`config.mk`:
```
export PLATFORM = sky130hd
export DESIGN_NAME = key_frame_tx_ctrl_flat
export DESIGN_NICKNAME = d
export VERILOG_FILES = /design/src/rtl/key_frame_tx_ctrl_if.sv /design/src/rtl/key_frame_tx_ctrl.sv /design/src/flat_wrapper.sv
export SDC_FILE = /design/constraint.sdc
export NUM_CORES = 1
export LEC_CHECK = 0
export ABC_AREA = 0
export BUFFER_PORTS_ARGS = -buffer_cell sky130_fd_sc_hd__clkbuf_2
export CORE_ASPECT_RATIO = 0.5
export CORE_MARGIN = 3
export CORE_UTILIZATION = 35
export DETAILED_ROUTE_END_ITERATION = 16
export SETUP_SLACK_MARGIN = 0.5
export SYNTH_ARGS = -nofsm -noshare
export SYNTH_HDL_FRONTEND = slang
export SYNTH_SLANG_ARGS = --single-unit
```
`constraint.sdc`:
```
create_clock -name clk -period 4.1 [get_ports clk]
set_input_delay 0 -clock clk [delete_from_list [all_inputs] [get_ports clk]]
set_output_delay 0 -clock clk [all_outputs]
set_load 0.02 [all_outputs]
```
`src/rtl/key_frame_tx_ctrl_if.sv`:
```
// rtl/key_frame_tx_ctrl_if.sv - key source / UART transmitter handshake bundle for key_frame_tx_ctrl
interface key_frame_tx_ctrl_if #(
   parameter int KEY_BYTES = 8
) ();
   logic [8*KEY_BYTES-1:0] key_in;
   logic                   key_valid;
   logic                   key_ready;
   logic                   tx_busy;
   logic                   tx_start;
   logic [7:0]             tx_data;
   logic [7:0]             frame_seq;
   logic                   frame_done;
   logic                   timeout_err;
   logic                   active;

   modport master (
      input  key_in, key_valid, tx_busy,
      output key_ready, tx_start, tx_data, frame_seq, frame_done, timeout_err, active
   );

   modport slave (
      output key_in, key_valid, tx_busy,
      input  key_ready, tx_start, tx_data, frame_seq, frame_done, timeout_err, active
   );
endinterface

```
`src/rtl/key_frame_tx_ctrl.sv`:
```
// rtl/key_frame_tx_ctrl.sv - frames a key as SYNC/seq/key/XOR and feeds it byte-wise to a UART transmitter
module key_frame_tx_ctrl #(
   parameter int         KEY_BYTES   = 8,
   parameter logic [7:0] SYNC_BYTE   = 8'hA5,
   parameter int         SEQ_WRAP    = 50,
   parameter int         GAP_CYCLES  = 20832,
   parameter int         ACK_TIMEOUT = 16384
) (
   input logic                 clk,
   input logic                 reset,
   key_frame_tx_ctrl_if.master bus
);
   localparam int IDX_W = $clog2(KEY_BYTES + 3);
   localparam int TMO_W = (ACK_TIMEOUT > 1) ? $clog2(ACK_TIMEOUT) : 1;
   localparam int GAP_W = (GAP_CYCLES > 1) ? $clog2(GAP_CYCLES) : 1;

   localparam logic [IDX_W-1:0] IDX_LAST = IDX_W'(KEY_BYTES + 2);
   localparam logic [TMO_W-1:0] TMO_LAST = TMO_W'(ACK_TIMEOUT - 1);
   localparam logic [GAP_W-1:0] GAP_LAST = GAP_W'((GAP_CYCLES > 0) ? GAP_CYCLES - 1 : 0);
   localparam logic [7:0]       SEQ_LAST = 8'(SEQ_WRAP - 1);

   typedef enum logic [2:0] {S_IDLE, S_SEND, S_WAIT_DONE, S_FINISH, S_GAP} state_t;

   // With no gap configured, both frame end and abort drop straight back to IDLE.
   localparam state_t S_AFTER = (GAP_CYCLES == 0) ? S_IDLE : S_GAP;

   state_t                 state, state_n;
   logic [8*KEY_BYTES-1:0] key_sh;
   logic [IDX_W-1:0]       idx, idx_n;
   logic [7:0]             csum, csum_n, byte_n;
   logic [7:0]             tx_data_q, frame_seq_q;
   logic [TMO_W-1:0]       tmo_cnt;
   logic [GAP_W-1:0]       gap_cnt;
   logic                   timeout_q;
   logic                   accept, tmo_hit, gap_hit, last_byte, abort, advance;
   logic                   key_ready_c, tx_start_c, active_c, frame_done_c;

   assign accept    = (state == S_IDLE) && bus.key_valid;
   assign tmo_hit   = (tmo_cnt == TMO_LAST);
   assign gap_hit   = (gap_cnt == GAP_LAST);
   assign last_byte = (idx == IDX_LAST);
   assign abort     = tmo_hit && (((state == S_SEND) && !bus.tx_busy) ||
                                  ((state == S_WAIT_DONE) && bus.tx_busy));
   assign advance   = (state == S_WAIT_DONE) && !bus.tx_busy && !last_byte;
   assign idx_n     = idx + IDX_W'(1);

   // The SYNC byte (idx 0) is kept out of the checksum.
   assign csum_n    = (idx == '0) ? csum : (csum ^ tx_data_q);

   always_comb begin
      byte_n = key_sh[8*KEY_BYTES-1 -: 8];
      if (idx_n == IDX_W'(1)) begin
         byte_n = frame_seq_q;
      end else if (idx_n == IDX_LAST) begin
         byte_n = csum_n;
      end
   end

   always_ff @(posedge clk) begin
      if (reset) begin
         state <= S_IDLE;
      end else begin
         state <= state_n;
      end
   end

   always_comb begin
      state_n = state;
      case (state)
         S_IDLE: begin
            if (bus.key_valid) state_n = S_SEND;
         end
         S_SEND: begin
            if (bus.tx_busy)  state_n = S_WAIT_DONE;
            else if (tmo_hit) state_n = S_AFTER;
         end
         S_WAIT_DONE: begin
            if (!bus.tx_busy) state_n = last_byte ? S_FINISH : S_SEND;
            else if (tmo_hit) state_n = S_AFTER;
         end
         S_FINISH: begin
            state_n = S_AFTER;
         end
         S_GAP: begin
            if (gap_hit) state_n = S_IDLE;
         end
         default: state_n = S_IDLE;
      endcase
   end

   always_comb begin
      key_ready_c  = (state == S_IDLE);
      tx_start_c   = (state == S_SEND);
      active_c     = (state != S_IDLE);
      frame_done_c = (state == S_FINISH);
   end

   always_ff @(posedge clk) begin
      if (reset) begin
         key_sh      <= '0;
         idx         <= '0;
         csum        <= '0;
         tx_data_q   <= '0;
         frame_seq_q <= '0;
         tmo_cnt     <= '0;
         gap_cnt     <= '0;
         timeout_q   <= 1'b0;
      end else begin
         timeout_q <= abort;

         // Restarts on every entry into SEND or WAIT_DONE, so each phase gets its own budget.
         if ((state_n != state) || !((state == S_SEND) || (state == S_WAIT_DONE))) begin
            tmo_cnt <= '0;
         end else begin
            tmo_cnt <= tmo_cnt + TMO_W'(1);
         end

         if (state == S_GAP) begin
            gap_cnt <= gap_cnt + GAP_W'(1);
         end else begin
            gap_cnt <= '0;
         end

         if (accept) begin
            key_sh    <= bus.key_in;
            idx       <= '0;
            csum      <= '0;
            tx_data_q <= SYNC_BYTE;
         end else if (advance) begin
            idx       <= idx_n;
            csum      <= csum_n;
            tx_data_q <= byte_n;
            if ((idx_n != IDX_W'(1)) && (idx_n != IDX_LAST)) begin
               key_sh <= key_sh << 8;
            end
         end

         if (state == S_FINISH) begin
            frame_seq_q <= (frame_seq_q == SEQ_LAST) ? 8'd0 : (frame_seq_q + 8'd1);
         end
      end
   end

   assign bus.key_ready   = key_ready_c;
   assign bus.tx_start    = tx_start_c;
   assign bus.active      = active_c;
   assign bus.frame_done  = frame_done_c;
   assign bus.tx_data     = tx_data_q;
   assign bus.frame_seq   = frame_seq_q;
   assign bus.timeout_err = timeout_q;
endmodule

```
`src/flat_wrapper.sv`:
```
// flat-port wrapper written by rule: the top's interface ports become plain ports
module key_frame_tx_ctrl_flat 
#(
   parameter int         KEY_BYTES   = 8,
   parameter logic [7:0] SYNC_BYTE   = 8'hA5,
   parameter int         SEQ_WRAP    = 50,
   parameter int         GAP_CYCLES  = 20832,
   parameter int         ACK_TIMEOUT = 16384
)
  (clk, reset, bus_key_in, bus_key_valid, bus_tx_busy, bus_key_ready, bus_tx_start, bus_tx_data, bus_frame_seq, bus_frame_done, bus_timeout_err, bus_active);
  key_frame_tx_ctrl_if #(.KEY_BYTES(KEY_BYTES)) bus_i ();
  input logic clk;
  input logic reset;
  input wire logic [$bits(bus_i.key_in)-1:0] bus_key_in;
  input wire logic [$bits(bus_i.key_valid)-1:0] bus_key_valid;
  input wire logic [$bits(bus_i.tx_busy)-1:0] bus_tx_busy;
  output wire logic [$bits(bus_i.key_ready)-1:0] bus_key_ready;
  output wire logic [$bits(bus_i.tx_start)-1:0] bus_tx_start;
  output wire logic [$bits(bus_i.tx_data)-1:0] bus_tx_data;
  output wire logic [$bits(bus_i.frame_seq)-1:0] bus_frame_seq;
  output wire logic [$bits(bus_i.frame_done)-1:0] bus_frame_done;
  output wire logic [$bits(bus_i.timeout_err)-1:0] bus_timeout_err;
  output wire logic [$bits(bus_i.active)-1:0] bus_active;
  assign bus_i.key_in = bus_key_in;
  assign bus_i.key_valid = bus_key_valid;
  assign bus_i.tx_busy = bus_tx_busy;
  assign bus_key_ready = bus_i.key_ready;
  assign bus_tx_start = bus_i.tx_start;
  assign bus_tx_data = bus_i.tx_data;
  assign bus_frame_seq = bus_i.frame_seq;
  assign bus_frame_done = bus_i.frame_done;
  assign bus_timeout_err = bus_i.timeout_err;
  assign bus_active = bus_i.active;
  key_frame_tx_ctrl #(.KEY_BYTES(KEY_BYTES), .SYNC_BYTE(SYNC_BYTE), .SEQ_WRAP(SEQ_WRAP), .GAP_CYCLES(GAP_CYCLES), .ACK_TIMEOUT(ACK_TIMEOUT)) u_core (.clk(clk), .reset(reset), .bus(bus_i));
endmodule
```
==> impl_metrics.ini, run 1 <==
[clocking]
worstSkewPairLatency_ns = 0.42
ctsResizeCount = 0
post_cts_buffers = 0
clkSlewWorstSetupHoldPaths_ns = 0.06
clock_sinks = 125
htreeDepth = 4
hold_buffers = 64
root_buffer = clkbuf_16
numCtsBuffers = 17
cts.path.max_buffers = 2
cts_tree = done

[detailed_routing]
routed_wl_mm = 15.32
dr.pass1.iters = 7
drt_iter0_markers = 431
via_per_inst = 4.981
wl_per_cell_um = 14.17
ant_nets = 0
drc = 0
vias = 5385

[synthesis]
synth_commonest_cells = dfxtp_1 (125), nor2_1 (117), nand2_1 (105), a21oi_1 (56), a211oi_2 (40)
synth.most_common_cell = dfxtp_1
syn_area_per_cell_um2 = 8.461
synth-async-reset-ratio = 0
synth-compound-area-share = 0.2257
synth_enable_flop_cells = 0
synth_area_um2 = 6058
synth-warning-count = 0
synth-simple-area-share = 0.2259
netlist_instances = 716
synth_top_area_share = 0.4131
synth_top_family_by_area = simple AND/OR/NAND/NOR gates
synthXorXnorAreaFrac = 0.07084
synth.top_cells.by_area = dfxtp_1 (41%), a211oi_2 (8.3%), nor2_1 (7.2%)
synthMuxAreaShare = 0
yosysSeqAreaShare = 0.4131
ys_ff_latch = 125
synth_cell_types = 45
synth_top_area_cell = dfxtp_1
synthAdderAreaFrac = 0.01652
ys.flop_type = dfxtp_1
syn-num-nets = 792

[grt]
grt_usage = 0.1659
grt_pass1_vias = 5188
grt.overflow.total = 0
antenna_found_initial = 0
grt_start_max_net_pins = 75
grt_pass1_wl_mm = 25.58

[setup_path]
r2r_end = u_core.key_sh[34]
reg2reg_depth = 8
critPathLaunchType = register
cp-end-kind = register
reg2reg_from = u_core.idx[0]
worstPathMaxFanout = 36
worstSetupPathType = register to register
worst-r2r-setup-slack_ns = 1.13
crit_required_ns = 4.35
arrival_ns = 3.22

[timing]
rsz0062_at_grt = false
fin_crit_sh = 0.7239
min_period_ns = 2.968
max_slew_margin = 0.2915
fin_skew_ns = 0.01582
setup_viol = 0
fmax_mhz = 336.9
slew_viol_final = 0
fin_tns_setup_ns = 0
worst-slew-pin-transition_ns = 1.063
report.final.hold_viol_count = 0

[min_path]
hold_path.class = primary input to register
hold_end = u_core.state[1]
min_from = bus_tx_busy
hold_path_depth = 3

[floorplan]
ios = 89
dieWidth_um = 192.1
num_rows = 33
initial_core_util = 0.3632
die_height_um = 99.03
coreArea_um2 = 16680
die_area_um2 = 19020

[pwr]
internal_power_mw = 2.361
p_leak_nw = 2.979
power.switching_fraction = 0.2619
p_switching_mw = 0.8376
p_clk_frac = 0.467
power_density_nw_per_um2 = 409.2
p_seq_frac = 0.417
vdd_drop_max_mv = 0.2969
p_comb_frac = 0.116

[cells_and_area]
drive_above_1_share = 0.2400
n_antenna_cell = 0
finalInstanceArea_um2 = 7816
finish.net_count = 917
n_fill_cell = 1610
syn2layout_area_growth_pct = 29.02

[placed_design]
gp_congestion = 0.7752
place_hpwl_mm = 10.08
placed_cell_area_um2 = 6588
portBuffers = 88

[flow_run]
drv_cap = 0

[run_status]
outcome = finished clean
[cells in the final DEF, fill, tap and decap left out, types with 5 or more instances in the layout]
master,Yosys,layout
nor2_1,117,117
ha_1,8,8
a21oi_2,30,30
nor3_1,5,5
o21ai_0,10,10
inv_6,0,5
xor2_1,30,30
buf_4,0,6
nand4_1,8,8
inv_1,7,7
dlygate4sd3_1,0,64
and2_1,8,7
dfxtp_1,125,125
a31oi_1,5,5
a211oi_1,17,17
a211oi_2,40,40
clkbuf_2,0,87
nand2_1,105,104
and4_1,9,8
clkbuf_16,0,17
and3_1,8,8
nand3_1,24,24
a21oi_1,56,56
xnor2_1,19,19
[state kept, by name, summed over array words and instances (netlist names)]
| name | flops |
|---|---|
| u_core.key_sh | 64 |
| u_core.gap_cnt | 15 |
| u_core.tmo_cnt | 14 |
| u_core.bus.frame_seq | 8 |
| u_core.bus.tx_data | 8 |
| u_core.csum | 8 |
| u_core.idx | 4 |
| u_core.state | 3 |
| u_core.bus.timeout_err | 1 |
[power by group through the flow]
| stage | registers (mW) | logic (mW) | clock network [mW] |
|---|---|---|---|
| 2_1_floorplan | 1.35 | 0.235 | 0 |
| 3_3_place_gp | 1.36 | 0.318 | 0 |
| 3_5_place_dp | 1.36 | 0.324 | 0 |
| 4_1_cts | 1.33 | 0.374 | 1.53 |
| 5_1_grt | 1.34 | 0.415 | 1.58 |
| 6_report | 1.33 | 0.372 | 1.49 |
[kinds of logic (layout without fill, tap and decap cells)]
family / count (synthesis) / after routing
AOI/OAI and AO/OA: 172 / 172
xor gates and xnor gates: 49 / 49
adders and majority gates: 8 / 8
buffers and inverters: 60 / 198
DFF: 125 / 125
and+or+nand+nor: 302 / 302
[through the flow]
| step | utilization | power, mW | hold slack, ns | setup slack (ns) | std cells |
|---|---|---|---|---|---|
| CTS | 0.4686 | 3.232 | 0.08927 | 1.139 | 1081 |
| floorplan | - | 1.584 | 0.1405 | 2.055 | 716 |
| finish | 0.4686 | 3.199 | 0.1105 | 1.132 | 1081 |
| detailed placement | 0.3949 | 1.683 | 0.2580 | 1.137 | 985 |
| global route | 0.4686 | 3.340 | 0.1110 | 0.8273 | 1081 |
| global placement | 0.3949 | 1.677 | 0.2524 | 1.231 | 985 |
[layout make-up]
| cell class | instances | area (um^2) | area share |
|---|---|---|---|
| multi-input cells | 531 | 3271 | 0.4184 |
| well taps | 227 | 284.0 | 0.03634 |
| clock inverters | 14 | 158.9 | 0.02033 |
| repair buffers | 158 | 1141 | 0.1460 |
| flip-flops and latches | 125 | 2502 | 0.3202 |
| inverters | 8 | 30.03 | 0.003842 |
| clock buffers | 18 | 429.2 | 0.05491 |
[worst max-delay path by stage]
stage / startpoint / end / cells past startpoint
6_report: u_core.idx[0] / u_core.key_sh[34] / 8
5_1_grt: u_core.state[1] / u_core.key_sh[57] / 6
4_1_cts: u_core.state[1] / u_core.key_sh[57] / 6
3_5_place_dp: u_core.state[1] / u_core.key_sh[33] / 6
3_3_place_gp: u_core.state[2] / u_core.key_sh[58] / 6
2_1_floorplan: u_core.state[0] / u_core.tmo_cnt[10] / 6
[metal layers]
layer / global-route usage / up-vias / routed length [um]
met5: 0 / - / 0
li1: - / 2722 / -
met3: 0.03873 / 21 / 610
met2: 0.2634 / 93 / 6975
met1: 0.2230 / 2549 / 7469
met4: 0.05537 / 0 / 266
[worst max-delay path, stage by stage, from the launching register on]
cell      delay [ns]
dfxtp_1         0.46
inv_1           0.11
ha_1            0.22
nand3b_1        0.15
and2_1          0.42
nand4_2         0.69
buf_4           0.52
nand2_1         0.14
a211oi_2        0.07
No activity file was read; power rests on OpenSTA's default activity.
==> run 2, diff against run 1 <==
==> constraint.sdc (replaced) <==
create_clock -name clk -period 2.4 [get_ports clk]
set_input_delay 0 -clock clk [delete_from_list [all_inputs] [get_ports clk]]
set_output_delay 0 -clock clk [all_outputs]
set_load 0.02 [all_outputs]
==> run 2 against run 1 <==
Clock power grew 110%. Register-to-register slack lost 0.71 ns. Combinational power grew 110%. Routed wire length grew 17%. First-iteration DRC count shrank 7.4%. Largest cell class unchanged.
==> impl_metrics.ini, run 2 (same netlist as run 1, synthesis figures left out) <==
[run_status]
outcome = finished clean

[placed_design]
detailedPlace.worstSlack_ns = 0.1545
place_inst = 995
place_hpwl_mm = 10.11
portBuffers = 88
gp_congestion = 0.8069

[setup_path]
cp-end-kind = register
arrival_ns = 2.30
worstPathMaxFanout = 10
critPathLaunchType = register
worstSetupPathType = register to register
crit_required_ns = 2.72

[grt]
antenna_found_initial = 0
grt_usage = 0.1817
grt_pass1_vias = 5521
grt_start_max_net_pins = 65
grt_pass1_wl_mm = 27.74
grt.overflow.total = 0

[floorplan]
initial_core_util = 0.3632
die_height_um = 99.03
die_area_um2 = 19020
coreArea_um2 = 16680
num_rows = 33
ios = 89
dieWidth_um = 192.1

[timing]
min_period_ns = 1.975
fin_skew_ns = 0.008420
slew_viol_final = 0
fin_crit_sh = 0.8228
fin_ws_ns = 0.4252
fmax_mhz = 506.4
report.final.hold_viol_count = 0
max_slew_margin = 0.5863
fin_tns_setup_ns = 0
rsz0062_at_grt = true
setup_viol = 0
worst-slew-pin-transition_ns = 0.6206

[clocking]
cts_tree = done
clock_sinks = 125
numCtsBuffers = 17
clkSlewWorstSetupHoldPaths_ns = 0.06
root_buffer = clkbuf_16
worstSkewPairLatency_ns = 0.41
cts.path.max_buffers = 2
htreeDepth = 4

[cells_and_area]
final_common_cell = dfxtp_1
n_antenna_cell = 0
layout.cells.non_filler = 1127
drive_above_1_share = 0.3533
regMostFlops = u_core.key_sh
finish.net_count = 963
largest_reg_flops = 64
top_regs = u_core.key_sh: 64 flops, u_core.gap_cnt: 15 flops, u_core.tmo_cnt: 14 flops
syn2layout_area_growth_pct = 50.54
multiInputGateArea_um2 = 3815
final-seq-area_um2 = 2520
layout_common_cells = dfxtp_1 (117), nor2_1 (116), nand2_1 (94), clkbuf_2 (87), dlygate4sd3_1 (64)
final_util = 0.5467
n_fill_cell = 1419

[detailed_routing]
vias = 5776
via_per_inst = 5.125
dr.pass1.iters = 5
drc = 0
drt_iter0_markers = 399
routed_wl_mm = 17.98
wl_per_cell_um = 15.95
ant_nets = 0

[flow_run]
drv_cap = 0

[pwr]
vdd_drop_max_mv = 0.4808
power_mw = 6.151
power_density_nw_per_um2 = 674.4
p_leak_nw = 3.453

[min_path]
hold_path.class = primary input to register
run 2: cell count changes in the layout (fill, tap and decap cells not counted), sizes merged:
cell	delta
clkinvlp	-4
clkinv	+4
clkbuf	+3
inv	-5
and4	+1
bufinv	+5
buf	+42
run 2: per-layer routing:
layer,GRT usage,part of all wire,up-vias,wire [um]
met4,0.05034,0.019,0,348
li1,-,-,2822,-
met2,0.3046,0.48,136,8679
met5,0,0,-,0
met1,0.2383,0.46,2789,8350
met3,0.03767,0.033,29,598
run 2: cell type report:
type | instances | area share
Clock buffer | 18 | 0.04815
Inverter | 8 | 0.003430
Clock inverter | 14 | 0.02895
Sequential cell | 125 | 0.2763
Multi-Input combinational cell | 532 | 0.4183
Tap cell | 227 | 0.03114
Timing Repair Buffer | 203 | 0.1937
run 2: worst max-delay path, stage by stage, from the launching register on:
cell and delay [ns]:
dfxtp_4 0.36, buf_4 0.15, a21bo_2 0.25, a21o_1 0.20, buf_4 0.19, nand4_4 0.14
buf_12 0.14, clkbuf_16 0.16, nand2_1 0.08, a211oi_2 0.20
run 2: path summary, 6_finish.rpt:
check                                       start                end  slack (ns)  depth (start not counted)
worst min-delay path                bus_key_valid   u_core.key_sh[2]        0.06                          4
worst min register to register  u_core.tmo_cnt[0]  u_core.tmo_cnt[0]        0.43                          1
worst max register to register      u_core.idx[1]  u_core.key_sh[20]        0.43                          9
worst max-delay path                u_core.idx[1]  u_core.key_sh[20]        0.43                          9
run 2: stage by stage:
step / instance area, um^2 / hold slack, ns
final: 9120 / 0.06413
after global routing: 9120 / 0.07206
after floorplan: 6075 / 0.1405
after detailed placement: 6716 / 0.2489
after global placement: 6716 / 0.2524
after CTS: 8596 / 0.05002
run 2: timing repair:
item | in CTS | in global routing
hold endpoints to repair | 64 | 0
setup endpoints to repair | 89 | 93
resized for setup | 45 | 86
hold buffers | 64 | 0
setup buffers | 19 | 7
pin swaps | 9 | 46
gates cloned | 8 | 2
run 2: power breakdown:
group	total, mW	switching [mW]	internal [mW]
Sequential	2.31	0.118	2.19
Combinational	0.767	0.408	0.359
Clock	3.07	0.986	2.09
==> run 3, diff against run 2 <==
==> constraint.sdc (replaced) <==
create_clock -name clk -period 1.7 [get_ports clk]
set_input_delay 0 -clock clk [delete_from_list [all_inputs] [get_ports clk]]
set_output_delay 0 -clock clk [all_outputs]
set_load 0.02 [all_outputs]
==> run 3 against run 2 <==
The flow now finishes with violations (setup timing). Via count rose by 0.52%. Maximum frequency up 5.6%. Routed wire length down 2.1%. Sequential power grew 40%. Flip-flop and latch count unchanged. Sequential share of layout area is 0.64 points lower. Clock power up 25%.
==> impl_metrics.ini, run 3 (same netlist as run 1, synthesis figures left out) <==
[setup_path]
worstPathMaxFanout = 7
path_cells = inv_4 > ha_4 > nor4bb_4 > buf_4 > clkinv_4 > and4_4 > buf_8 > a21oi_4 > a211oi_2
crit_required_ns = 1.96
cp-end-kind = register
worstPathBufferInverterCount = 4
arrival_ns = 2.13
cpMaxStageDelayCell = dfxtp_4
path_delay_family = simple AND/OR/NAND/NOR gates
cp_slowest_stage_delay_ns = 0.38
crit_cells = 9
critPathLaunchType = register
worstSetupPathType = register to register
reg2reg_depth = 9

[placed_design]
place_hpwl_mm = 10.92
portBuffers = 88
detailedPlace.worstSlack_ns = -0.2425
gp_congestion = 0.8131
placed_cell_area_um2 = 7256

[clocking]
worstSkewPairLatency_ns = 0.41
root_buffer = clkbuf_16
clock_sinks = 125
cts_tree = done
numCtsBuffers = 17
htreeDepth = 4
clkSlewWorstSetupHoldPaths_ns = 0.06
cts.path.max_buffers = 2

[timing]
max_slew_margin = 0.5634
min_period_ns = 1.870
fin_ws_ns = -0.1699
worst-slew-pin-transition_ns = 0.6549
setup_viol = 84
rsz0062_at_grt = true
fmax_mhz = 534.8
fin_skew_ns = 0.009131
fin_crit_sh = 1.100
slew_viol_final = 0
report.final.hold_viol_count = 0

[grt]
grt_pass1_wl_mm = 27.68
grt_usage = 0.1799
grt_start_max_net_pins = 66
grt.overflow.total = 0
antenna_found_initial = 0
grt_pass1_vias = 5652

[cells_and_area]
drive_above_1_share = 0.4429
regMostFlops = u_core.key_sh
finalInstanceArea_um2 = 9434
top_regs = u_core.key_sh: 64 flops, u_core.gap_cnt: 15 flops, u_core.tmo_cnt: 14 flops
final_util = 0.5656
final_common_cell = dfxtp_1
finish.net_count = 1000
syn2layout_area_growth_pct = 55.72
largest_reg_flops = 64
n_antenna_cell = 0
layout_common_cells = dfxtp_1 (108), nor2_1 (106), nand2_1 (83), clkbuf_2 (83), dlygate4sd3_1 (65)

[floorplan]
dieWidth_um = 192.1
ios = 89
die_area_um2 = 19020
initial_core_util = 0.3632
coreArea_um2 = 16680
num_rows = 33
die_height_um = 99.03

[pwr]
vdd_drop_max_mv = 0.7794
power_density_nw_per_um2 = 869.2
p_leak_nw = 3.592

[detailed_routing]
drc = 0
dr.pass1.iters = 5
vias = 5806
ant_nets = 0
wl_per_cell_um = 15.11
routed_wl_mm = 17.59
drt_iter0_markers = 367
via_per_inst = 4.988

[run_status]
violations = setup timing
outcome = finished with violations

[flow_run]
drv_cap = 0

[min_path]
hold_path_depth = 3
hold_path.class = primary input to register
run 3: cell types whose count changed in the layout (fill, tap and decap cells not counted), sizes merged, moves of 2 or more:
| cell | delta |
|---|---|
| buf | +40 |
| clkbuf | -3 |
| clkinvlp | +2 |
| bufinv | -4 |
run 3: worst register-to-register path, cell delays in order, from the launching register on:
cell and delay (ns):
dfxtp_4 0.38, inv_4 0.08, ha_4 0.13, nor4bb_4 0.26, buf_4 0.16, clkinv_4 0.06, and4_4 0.24, buf_8 0.16
a21oi_4 0.17, a211oi_2 0.08
run 3: what timing repair did:
action / CTS / global route
pin swaps: 52 / 38
gates cloned: 3 / 2
hold buffers: 65 / 0
hold endpoints to repair: 68 / 0
endpoints found under the setup margin: 129 / 130
gates resized for setup: 102 / 71
setup buffers: 16 / 14
run 3: final cells by class:
class                   count  area (um^2)
repair buffers            239         2026
inverters                   8        40.04
flip-flops and latches    125         2546
well taps                 227        284.0
clock inverters            12        160.2
clock buffers              20        466.7
fillers                  1450         7247
multi-input cells         533         3911
run 3: metal layers:
metal | share of wire | GRT usage
met4 | 0.013 | 0.05034
met1 | 0.48 | 0.2407
met2 | 0.47 | 0.2994
met5 | 0 | 0
met3 | 0.036 | 0.03234
run 3: stage by stage:
| step | setup TNS [ns] | total power [mW] | cells | hold slack, ns |
|---|---|---|---|---|
| 2_1_floorplan | -6.384 | 3.881 | 716 | 0.1359 |
| 3_3_place_gp | -8.088 | 4.146 | 1032 | 0.2500 |
| 3_5_place_dp | -11.02 | 4.164 | 1032 | 0.2474 |
| 4_1_cts | -7.965 | 8.163 | 1148 | 0.06057 |
| 5_1_grt | -17.72 | 8.493 | 1164 | 0.1614 |
| 6_report | -8.995 | 8.200 | 1164 | 0.1472 |
run 3: final timing paths:
check | from | end | slack (ns)
min | reset | u_core.state[0] | 0.15
max reg2reg | u_core.idx[1] | u_core.key_sh[30] | -0.17
min reg2reg | u_core.gap_cnt[0] | u_core.gap_cnt[0] | 0.43
max | u_core.idx[1] | u_core.key_sh[30] | -0.17
run 3: where the power goes:
part,internal (mW),switching [mW],total (mW)
combinational,0.554,0.579,1.13
sequential,3.09,0.139,3.23
clock,2.44,1.40,3.84
